==> src/rtl/sdspi_sweep_ctrl.sv <==
// Sweeps n_blocks x sclk_speed x cmd18; per point resets, starts and times sdspi_system.
// Latency: first uut_start RST_CYCLES+1 cycles after go; a result is valid the cycle after finish/timeout.
// Backpressure: REPORT holds res_valid and every res_* field until res_ready; only abort withdraws it.
module sdspi_sweep_ctrl #(
  parameter int              N_BLOCK_SIZE    = 32,
  parameter int              SCLK_SPEED_SIZE = 5,
  parameter int              CMD18_SIZE      = 1,
  parameter int              CNT_W           = 32,
  parameter int              RST_CYCLES      = 16,
  parameter longint unsigned TIMEOUT_CYCLES  = 64'd2147483648
) (
  input  logic                       clk,
  input  logic                       rst,
  input  logic                       go,
  input  logic                       abort,
  input  logic [N_BLOCK_SIZE-1:0]    nb_min,
  input  logic [N_BLOCK_SIZE-1:0]    nb_max,
  input  logic [SCLK_SPEED_SIZE-1:0] speed_min,
  input  logic [SCLK_SPEED_SIZE-1:0] speed_max,
  input  logic                       cmd18_en,
  output logic                       uut_ctrl_mux,
  output logic                       uut_rst,
  output logic                       uut_start,
  output logic [N_BLOCK_SIZE-1:0]    uut_n_blocks,
  output logic [SCLK_SPEED_SIZE-1:0] uut_sclk_speed,
  output logic [CMD18_SIZE-1:0]      uut_cmd18,
  input  logic                       uut_finish,
  output logic                       res_valid,
  input  logic                       res_ready,
  output logic [N_BLOCK_SIZE-1:0]    res_n_blocks,
  output logic [SCLK_SPEED_SIZE-1:0] res_sclk_speed,
  output logic [CMD18_SIZE-1:0]      res_cmd18,
  output logic [CNT_W-1:0]           res_cycles,
  output logic                       res_timeout,
  output logic                       busy,
  output logic                       done
);

  // RESET dwell counter only needs to reach RST_CYCLES-1.
  localparam int              RC_W    = (RST_CYCLES > 1) ? $clog2(RST_CYCLES) : 1;
  localparam logic [RC_W-1:0] RC_LAST = RC_W'(RST_CYCLES - 1);
  localparam logic [CNT_W-1:0] TMO    = CNT_W'(TIMEOUT_CYCLES);

  typedef enum logic [2:0] {
    ST_IDLE,
    ST_RESET,
    ST_START,
    ST_RUN,
    ST_REPORT,
    ST_NEXT,
    ST_DONE
  } state_t;

  state_t state;
  state_t state_nxt;

  // Bounds latched at go so the sweep is immune to input changes mid-run.
  logic [N_BLOCK_SIZE-1:0]    nb_max_q;
  logic [SCLK_SPEED_SIZE-1:0] speed_min_q;
  logic [SCLK_SPEED_SIZE-1:0] speed_max_q;
  logic                       cmd18_en_q;

  logic [RC_W-1:0]  rst_cnt;
  logic [CNT_W-1:0] run_cnt;
  logic [CNT_W-1:0] run_cnt_inc;

  logic [N_BLOCK_SIZE-1:0]    nb_eff;
  logic [N_BLOCK_SIZE-1:0]    nb_shift;
  logic [N_BLOCK_SIZE-1:0]    nb_adv;
  logic [SCLK_SPEED_SIZE-1:0] sp_adv;
  logic [CMD18_SIZE-1:0]      c18_adv;
  logic                       pt_more;
  logic                       range_empty;
  logic                       run_end;

  logic uut_rst_d;
  logic uut_ctrl_mux_d;
  logic uut_start_d;
  logic res_valid_d;
  logic busy_d;
  logic done_d;

  // State register.
  always_ff @(posedge clk or negedge rst) begin
    if (!rst) begin
      state <= ST_IDLE;
    end else begin
      state <= state_nxt;
    end
  end

  // Next state, point advance and the next value of every registered control output.
  always_comb begin
    state_nxt   = state;
    nb_eff      = (nb_min == '0) ? N_BLOCK_SIZE'(1) : nb_min;
    range_empty = (nb_eff > nb_max) || (speed_min > speed_max);
    run_cnt_inc = run_cnt + CNT_W'(1);
    run_end     = uut_finish || (run_cnt_inc == TMO);
    nb_shift    = {uut_n_blocks[N_BLOCK_SIZE-2:0], 1'b0};
    nb_adv      = uut_n_blocks;
    sp_adv      = uut_sclk_speed;
    c18_adv     = uut_cmd18;
    pt_more     = 1'b0;

    // cmd18 is the innermost axis, n_blocks the outermost.
    if (cmd18_en_q && (uut_cmd18 == '0)) begin
      c18_adv = CMD18_SIZE'(1);
      pt_more = 1'b1;
    end else begin
      c18_adv = '0;
      if (uut_sclk_speed < speed_max_q) begin
        sp_adv  = uut_sclk_speed + SCLK_SPEED_SIZE'(1);
        pt_more = 1'b1;
      end else begin
        sp_adv  = speed_min_q;
        nb_adv  = nb_shift;
        // A set MSB means the doubling falls off the top of the register.
        pt_more = !uut_n_blocks[N_BLOCK_SIZE-1] && (nb_shift <= nb_max_q);
      end
    end

    if (abort) begin
      state_nxt = ST_IDLE;
    end else begin
      case (state)
        ST_IDLE:   if (go) state_nxt = range_empty ? ST_DONE : ST_RESET;
        ST_RESET:  if (rst_cnt == RC_LAST) state_nxt = ST_START;
        ST_START:  state_nxt = ST_RUN;
        ST_RUN:    if (run_end) state_nxt = ST_REPORT;
        ST_REPORT: if (res_ready) state_nxt = ST_NEXT;
        ST_NEXT:   state_nxt = pt_more ? ST_RESET : ST_DONE;
        ST_DONE:   state_nxt = ST_IDLE;
        default:   state_nxt = ST_IDLE;
      endcase
    end

    // Outputs are decoded from the next state so they are registered yet aligned with it.
    uut_rst_d      = !((state_nxt == ST_START) || (state_nxt == ST_RUN));
    uut_ctrl_mux_d = (state_nxt == ST_RESET) || (state_nxt == ST_START) || (state_nxt == ST_RUN);
    uut_start_d    = (state_nxt == ST_START);
    res_valid_d    = (state_nxt == ST_REPORT);
    busy_d         = (state_nxt != ST_IDLE);
    done_d         = (state_nxt == ST_DONE);
  end

  // Registered control outputs; the engine is held in reset out of reset.
  always_ff @(posedge clk or negedge rst) begin
    if (!rst) begin
      uut_rst      <= 1'b1;
      uut_ctrl_mux <= 1'b0;
      uut_start    <= 1'b0;
      res_valid    <= 1'b0;
      busy         <= 1'b0;
      done         <= 1'b0;
    end else begin
      uut_rst      <= uut_rst_d;
      uut_ctrl_mux <= uut_ctrl_mux_d;
      uut_start    <= uut_start_d;
      res_valid    <= res_valid_d;
      busy         <= busy_d;
      done         <= done_d;
    end
  end

  // Bounds, current point, RESET/RUN counters and the captured result record.
  always_ff @(posedge clk or negedge rst) begin
    if (!rst) begin
      nb_max_q       <= '0;
      speed_min_q    <= '0;
      speed_max_q    <= '0;
      cmd18_en_q     <= 1'b0;
      uut_n_blocks   <= '0;
      uut_sclk_speed <= '0;
      uut_cmd18      <= '0;
      rst_cnt        <= '0;
      run_cnt        <= '0;
      res_n_blocks   <= '0;
      res_sclk_speed <= '0;
      res_cmd18      <= '0;
      res_cycles     <= '0;
      res_timeout    <= 1'b0;
    end else begin
      // Counts RESET cycles; any other state rearms it for the next entry.
      rst_cnt <= (state == ST_RESET) ? rst_cnt + RC_W'(1) : '0;

      if (!abort) begin
        case (state)
          ST_IDLE: begin
            if (go) begin
              nb_max_q       <= nb_max;
              speed_min_q    <= speed_min;
              speed_max_q    <= speed_max;
              cmd18_en_q     <= cmd18_en;
              uut_n_blocks   <= nb_eff;
              uut_sclk_speed <= speed_min;
              uut_cmd18      <= '0;
            end
          end
          ST_START: begin
            run_cnt <= '0;
          end
          ST_RUN: begin
            run_cnt <= run_cnt_inc;
            if (run_end) begin
              // Finish wins over the limit when both land on the same cycle.
              res_cycles     <= uut_finish ? run_cnt_inc : TMO;
              res_timeout    <= !uut_finish;
              res_n_blocks   <= uut_n_blocks;
              res_sclk_speed <= uut_sclk_speed;
              res_cmd18      <= uut_cmd18;
            end
          end
          ST_NEXT: begin
            // Leave the last point in place when the sweep ends.
            if (pt_more) begin
              uut_n_blocks   <= nb_adv;
              uut_sclk_speed <= sp_adv;
              uut_cmd18      <= c18_adv;
            end
          end
          default: begin
          end
        endcase
      end
    end
  end

endmodule
==> config.mk <==
export PLATFORM = sky130hd
export DESIGN_NAME = sdspi_sweep_ctrl
export DESIGN_NICKNAME = d
export VERILOG_FILES = /design/src/rtl/sdspi_sweep_ctrl.sv
export SDC_FILE = /design/constraint.sdc
export NUM_CORES = 1
export LEC_CHECK = 0
export ABC_CLOCK_PERIOD_IN_PS = 4680
export BUFFER_PORTS_ARGS = -buffer_cell sky130_fd_sc_hd__buf_4
export CORE_MARGIN = 2
export CORE_UTILIZATION = 31
export CTS_CLUSTER_DIAMETER = 30
export DETAILED_ROUTE_END_ITERATION = 8
export MAX_ROUTING_LAYER = met4
export PLACE_DENSITY = 0.46
export SYNTH_ARGS = -nofsm -noshare
export SYNTH_HDL_FRONTEND = slang
export SYNTH_SLANG_ARGS = --single-unit
export TNS_END_PERCENT = 1
==> constraint.sdc <==
create_clock -name clk -period 4.68 [get_ports clk]
set_input_delay 0.468 -clock clk [delete_from_list [all_inputs] [get_ports clk]]
set_output_delay 0.468 -clock clk [all_outputs]
set_load 0.02 [all_outputs]
---- Word-level counts from Yosys, hierarchy flattened ----
Index checks and enable logic that the tools add are counted.
Widths: inputs -> output; s select.
word-level totals
  bits of input ports ..................... 81
  ROM bits ................................ 0
  output and inout port bits .............. 115
  memories ................................ 0
  logic and storage cells ................. 95
  register bits after elaboration ......... 197
  latch bits .............................. 0
  bits in writable memories ............... 0
operators by class
  reductions and logical operators ........ 21
  bitwise gates (word level) .............. 2
  divide/modulo/power cells ............... 0
  shifts and indexed selects .............. 0
  equality and inequality tests ........... 16
  $lt $le $gt $ge ......................... 4
  add/sub/neg operators ................... 3
  $mul .................................... 0
  multiplexer cells ....................... 28
operators by type and width
  kind                   number
  $mux 32                6
  $pmux 32 s2            2
  $add 32x1->32 const B  1
  $eq 32x32->1 const B   1
  $gt 32x32->1           1
  $le 32x32->1           1
  $logic_not 32->1       1
  $mux 3                 7
  $mux 5                 4
  $pmux 3 s6             1
  $eq 3x2->1 const B     4
  $eq 3x3->1 const B     4
  $pmux 5 s2             1
  $ne 2x2->1 const B     4
  $eq 3x1->1 const B     2
  $reduce_and 3->1       2
  $reduce_and 6->1       1
  $add 5x1->5 const B    1
  $gt 5x5->1             1
  $logic_or 1x1->1       5
  $lt 5x5->1             1
  $mux 1                 5
  $reduce_and 5->1       1
  $add 4x1->4 const B    1
  11 further kinds       16

---- Longest topological paths before layout ----
Gate-level depths: netlist of run 1.
  depth after elaboration ................. 11
  gate-level depth with buffers ........... 14
  gate-level depth less buffers ........... 14

---- Least setup slack after synthesis of run 1 ----
No wires, ideal clock.
  path type ............................... reg-to-reg
  from .................................... reg run_cnt[0]
  to ...................................... reg res_n_blocks[0]
  setup time .............................. 0.125 ns
  period minus slack after synthesis ...... 3.245 ns
  path slack .............................. 1.435 ns
  cell stages (with the launch flop) ...... 12
  required time ........................... 4.555 ns
  path buffers ............................ 1
  data arrival time ....................... 3.120 ns
  cells stage by stage .................... dfrtp_1 > ha_1 > nand4_1 > nor4_1 > xnor2_1 > a21boi_0 > nand4b_1 > or4_4 > nand2_4 > nand2_4 > buf_6 > mux2_4
on the way
  cells in the longest elaborated chain, start to end .. 4
RTL lines
  item                               line  RTL
  start, declared                    64    logic [CNT_W-1:0] run_cnt;
  start signal, assigned             203   run_cnt <= run_cnt_inc;
  $add 32x1->32                      97    run_cnt_inc = run_cnt + CNT_W'(1);
  $eq 32x32->1                       98    run_end = uut_finish || (run_cnt_inc == TMO);
  $logic_or 1x1->1                   98
  $reduce_and 3->1 (no source line)  -
  end signal, assigned               208   res_n_blocks <= uut_n_blocks;
  end, declared                      30    output logic [N_BLOCK_SIZE-1:0] res_n_blocks,
Every way passes these cells.
A chain may end at the register's enable or synchronous reset.

---- Worst setup path in the final report of run 1 ----
  from .................................... reg run_cnt[0]
  to ...................................... reg res_n_blocks[17]
The elaborated chain is that of the path after synthesis.

==> reports/metrics.cfg, run 1 <==
[final_layout]
seqCellArea_um2 = 4930
nNetsFinal = 1530
syn_to_final_growth_pct = 21.5
diodes = 0
drive_gt1_share_pct = 21.8
nFillCells = 3652
multiInputGateArea_um2 = 5610

[clocking]
clkTransAtPathRegs_ps = 70
cts_buffers = 17
clock-sinks = 197
h-tree-depth = 4
cts_hold_buf = 0
post_cts_buffers = 0
cts_tree = built
cts_root_buffer = clkbuf_16
clock_latency_ps = 450
cts_resized = 0
cts_buffer_depth = 2

[yosys]
syn-mean-instance-area_um2 = 9.10
ys_ff_latch = 197
synthesis.nets = 1395
synth-edff-count = 0
synth_area_leader_cell = dfrtp_1
synthesis.instances = 1239
synth_seq_area_share_pct = 43.7
ys_warn_count = 0
synth_top_cell_area_share_pct = 43.5
synthFlopType = dfrtp_1
synth_area_leaders = dfrtp_1 43%, ha_1 8.3%, nand2_1 7.3%
async_flop_share_pct = 100
syn_area_um2 = 11300
yosysUniqueCellTypes = 63

[floorplanning]
fp-row-count = 69
die_w_um = 195
top_level_ports = 196
die_area_um2 = 37900
coreArea_um2 = 35700
start_util_pct = 31.6
die_y_um = 195

[global_routing]
track_usage_pct = 18.7
overflow = 0
grt_max_degree = 93
grt_pass1_wl_um = 53600
grt_antenna_before_repair = 0
grt_pass1_vias = 9190

[setup_path]
cp.arrival_ps = 4350
startpoint_type = register
end_kind = register
path_class = register to register
required_ps = 5010
critical_path.max_fanout = 35

[detailed_routing]
first_pass_iters = 5
route.vias.total = 9273
drc = 0
drt-initial-drc-count = 493
routed_wirelength_um = 33900
antenna_left = 0
viasPerCell = 5.02
wl_per_cell_um = 18.4

[power_and_ir_drop]
power.leakage_uw = 0.00663
pwr_density_cell_nw_per_um2 = 530
ir_worst_vdd_uv = 287

[run_status]
status = completed

[sta]
setup_violations = 0
setup_slack_ps = 655
fin_skew_ps = 13.3
slew_viol_final = 0
period_needed_ps = 4030
tightest_slew_ps = 1010
rsz0062_at_grt = false
slew_headroom_pct = 32.2
period_share_pct = 86.0
hold_violations = 0
setup_tns_ps = 0
max_freq_ghz = 0.248

[worst_hold_path]
hp-class = input pin to asynchronous set/reset pin

[placed_design]
gp_congestion = 0.852
dpl.hpwl_um = 25300
io_buffers = 195
preCtsSetupSlack_ps = 697

[flow_run]
cap_viol_max_count = 0

==> worst paths after layout <==
path	slack (ps)	endpoint	from	cells after the start
max in group asynchronous	3380	uut_n_blocks[16]	rst	2
setup / recovery	650	res_n_blocks[17]	run_cnt[0]	11
hold reg to reg	470	rst_cnt[0]	rst_cnt[0]	1
hold / removal	60	res_cycles[19]	rst	1
setup reg to reg	650	res_n_blocks[17]	run_cnt[0]	11
min in group clk	220	cmd18_en_q	cmd18_en	3
==> metal layers <==
metal  vias up  global-route usage, %  routed length (um)
met3        28                   2.69                1280
li1       4578                      -                   -
met5         -                      -                   0
met2       211                   29.0               15800
met1      4456                   25.5               16300
met4         0                   5.04                 505
==> worst max-delay path, cell delays in order, from the launching register on <==
cell and delay (ps):
dfrtp_1 460, ha_1 350, nand4_1 350, nor2_1 450, a21boi_0 180, nor4bb_1 340, nand4b_1 170, or4_4 550
nand2_4 120, nand2_4 240, buf_12 330, mux2_4 320
==> sequential cells by signal (all words and copies together), names as in the netlist, 4 cells and up <==
name            flops
speed_min_q         5
uut_sclk_speed      5
res_cycles         32
nb_max_q           32
run_cnt            32
speed_max_q         5
res_sclk_speed      5
rst_cnt             4
res_n_blocks       32
uut_n_blocks       32
==> where the power goes <==
| group | internal (uW) | switching (uW) | leakage (uW) | total [uW] |
|---|---|---|---|---|
| Combinational | 1280 | 1670 | 0.00380 | 2950 |
| Clock | 874 | 692 | 0.000280 | 1570 |
| Sequential | 2220 | 523 | 0.00255 | 2740 |
==> metrics by stage <==
stage	util, %	hold slack (ps)	area, um2	std cells	total power, uW
3_3_place_gp	36.7	457	13100	1816	5730
6_report	38.4	63.5	13700	1848	7260
2_1_floorplan	-	172	11300	1239	4520
5_1_grt	38.4	107	13700	1848	7830
3_5_place_dp	36.7	455	13100	1816	5770
4_1_cts	38.4	107	13700	1848	7370
==> cells in the final DEF (no fill, tap or decap), types with 5 or more instances in the layout <==
cell type,instances
a22o_1,21
ha_1,75
nor2_1,74
inv_1,87
and3_1,11
xnor2_1,22
nor3_1,9
buf_4,211
and4_1,7
a21oi_1,47
nand2_1,218
o21ai_0,77
or2_2,6
a211oi_1,5
a31oi_1,34
xor2_1,11
nand4_1,32
and2_1,6
a21o_1,8
o2bb2ai_1,10
nor4_1,20
nand3_1,29
or3_1,6
o31ai_1,21
clkinvlp_4,5
nand2b_1,6
clkbuf_16,17
mux2_4,36
dfrtp_1,196
==> area by class of cell <==
type | count | share of cell area [%]
clock buffer | 22 | 3.39
clock inverter | 10 | 1.06
inverter | 88 | 2.41
multi-input combinational | 856 | 41.0
sequential | 197 | 36.0
tap | 461 | 4.21
timing repair buffer | 214 | 12.0
==> Yosys cell counts (3+ instances only) <==
cell type	number
nor4_1	20
nand2_1	218
a221oi_1	3
a31oi_1	34
or2_2	6
a22o_1	21
a21oi_1	47
buf_2	13
or3_1	6
o31a_1	3
mux2_4	36
or4_1	3
nor3_1	9
nand3_1	31
and4_1	7
o2bb2ai_1	10
o211ai_1	4
clkbuf_1	76
inv_1	87
a21boi_0	3
mux2i_1	3
ha_1	75
nand4_1	32
dfrtp_1	196
xnor2_1	22
o32ai_1	3
nand2b_1	6
o21ai_0	77
nor3b_1	4
a211oi_1	5
nor2_1	76
buf_6	5
and2_1	6
a21o_1	8
buf_1	4
xor2_1	11
and3_1	11
o31ai_1	21
o311ai_0	3
==> cell families after synthesis <==
logic type | after synthesis | synth area share (%)
AO/OA/AOI/OAI | 258 | 14.8
XOR/XNOR | 33 | 2.56
adder cells (fa/ha/maj) | 75 | 8.32
buffers and inverters | 186 | 6.67
flip-flops | 197 | 43.7
multiplexers | 41 | 5.26
AND/OR/NAND/NOR | 449 | 18.6
No activity file was read; power rests on OpenSTA's default activity.
==> inputs of run 2 (changes only) <==
--- a/config.mk
+++ b/config.mk
@@ -12,7 +12,6 @@
 export CTS_CLUSTER_DIAMETER = 30
 export DETAILED_ROUTE_END_ITERATION = 8
 export MAX_ROUTING_LAYER = met4
-export PLACE_DENSITY = 0.46
 export SYNTH_ARGS = -nofsm -noshare
 export SYNTH_HDL_FRONTEND = slang
 export SYNTH_SLANG_ARGS = --single-unit
==> reports/metrics.cfg, run 2 (synthesized netlist as in run 1, its figures left out) <==
[setup_path]
cp_common_cell = nand2_4
reg2reg_depth = 10
startpoint_type = register
cp.arrival_ps = 4380
end_kind = register
path_class = register to register
worstPathCellList = and4_1 > nand4_1 > nor4_4 > xor2_1 > o311ai_0 > or4_4 > nand2_4 > nand2_4 > buf_4 > mux2_4
slowest_stage = or4_4
critPathMaxStageDelay_ps = 620
crit_family = simple AND/OR/NAND/NOR gates
ff2ff_setup_slack_ps = 630
reg2reg_from = run_cnt[10]
timing.rr.end = res_sclk_speed[2]
critical_path.max_fanout = 37
worst-path-buf-inv = 1
required_ps = 5020

[detailed_routing]
viasPerCell = 5.10
antenna_left = 0
routed_wirelength_um = 33200
drc = 0
first_pass_iters = 5
drt-initial-drc-count = 513
wl_per_cell_um = 18.0
route.vias.total = 9401

[power_and_ir_drop]
pwr_density_cell_nw_per_um2 = 524
ir_worst_vdd_uv = 323
power.leakage_uw = 0.00660

[floorplanning]
top_level_ports = 196
coreArea_um2 = 35700
die_area_um2 = 37900
die_w_um = 195
die_y_um = 195
start_util_pct = 31.6
fp-row-count = 69

[placed_design]
dpl.hpwl_um = 24500
io_buffers = 195
gp_congestion = 0.910

[flow_run]
cap_viol_max_count = 0

[clocking]
h-tree-depth = 4
clock_latency_ps = 450
cts_buffer_depth = 2
cts_buffers = 17
cts_resized = 0
clkTransAtPathRegs_ps = 70
cts_tree = built
cts_hold_buf = 0
clock-sinks = 197
post_cts_buffers = 0
cts_root_buffer = clkbuf_16

[sta]
period_share_pct = 86.4
setup_violations = 0
slew_viol_final = 0
fin_skew_ps = 13.6
rsz0062_at_grt = false
period_needed_ps = 4050
max_freq_ghz = 0.247
tightest_slew_ps = 1150
setup_tns_ps = 0
slew_headroom_pct = 23.1
hold_violations = 0
hold_ws_ps = 148

[final_layout]
final_common_cell = nand2_1
drive_gt1_share_pct = 21.5
diodes = 0
nNetsFinal = 1527
syn_to_final_growth_pct = 20.8
most-common-layout-cells = 218 x nand2_1, 208 x buf_4, 196 x dfrtp_1, 87 x inv_1, 77 x o21ai_0
nFillCells = 3600

[global_routing]
grt_antenna_before_repair = 0
grt_pass1_wl_um = 52300
grt_max_degree = 120
overflow = 0
grt_pass1_vias = 9116
track_usage_pct = 18.2

[worst_hold_path]
hp-class = input pin to asynchronous set/reset pin

[run_status]
status = completed

## run 2: changes by cell type in the layout (fill, tap and decap cells not counted), sizes merged
cell,previous run,this run
buf,213,210
clkinvlp,5,2
clkinv,1,3
bufinv,3,2
clkbuf,23,22
## run 2: worst max-delay path by stage
stage | from | endpoint | slack [ps] | cells past startpoint
final | run_cnt[10] | res_sclk_speed[2] | 630 | 10
after global routing | uut_n_blocks[30] | uut_n_blocks[7] | 410 | 11
after CTS | run_cnt[10] | res_sclk_speed[3] | 680 | 10
after detailed placement | run_cnt[10] | res_sclk_speed[2] | 710 | 10
after global placement | run_cnt[10] | res_sclk_speed[0] | 740 | 10
after floorplan | run_cnt[0] | res_n_blocks[0] | 1440 | 11
## run 2: layout make-up
| cell class | count | area (um2) | share of cell area, % |
|---|---|---|---|
| multi-input cells | 856 | 5620 | 41.2 |
| clock buffers | 21 | 450 | 3.31 |
| clock inverters | 8 | 103 | 0.753 |
| inverters | 88 | 330 | 2.42 |
| flip-flops and latches | 197 | 4930 | 36.2 |
| well taps | 461 | 577 | 4.23 |
| repair buffers | 211 | 1620 | 11.9 |
## run 2: layer usage
metal	global-route usage [%]	wire, um	vias up
met5	-	0	-
met4	5.16	676	0
met3	3.80	1650	37
met2	28.5	15500	254
met1	23.9	15400	4546
li1	-	-	4564
## run 2: stage by stage
step | worst slack, ps | instances | power, uW | cell area, um2 | utilization (%)
final | 635 | 1842 | 7130 | 13600 | 38.2
after global routing | 413 | 1842 | 7670 | 13600 | 38.2
after CTS | 681 | 1842 | 7230 | 13600 | 38.2
after detailed placement | 706 | 1813 | 5740 | 13100 | 36.7
after global placement | 742 | 1813 | 5670 | 13100 | 36.7
after floorplan | 1440 | 1239 | 4520 | 11300 | -
## run 2: where the power goes
group / switching, uW / total (uW) / internal [uW] / leakage (uW)
clock network: 662 / 1460 / 794 / 0.000266
registers: 524 / 2740 / 2220 / 0.00255
logic: 1650 / 2930 / 1280 / 0.00378
total: 2840 / 7130 / 4300 / 0.00660
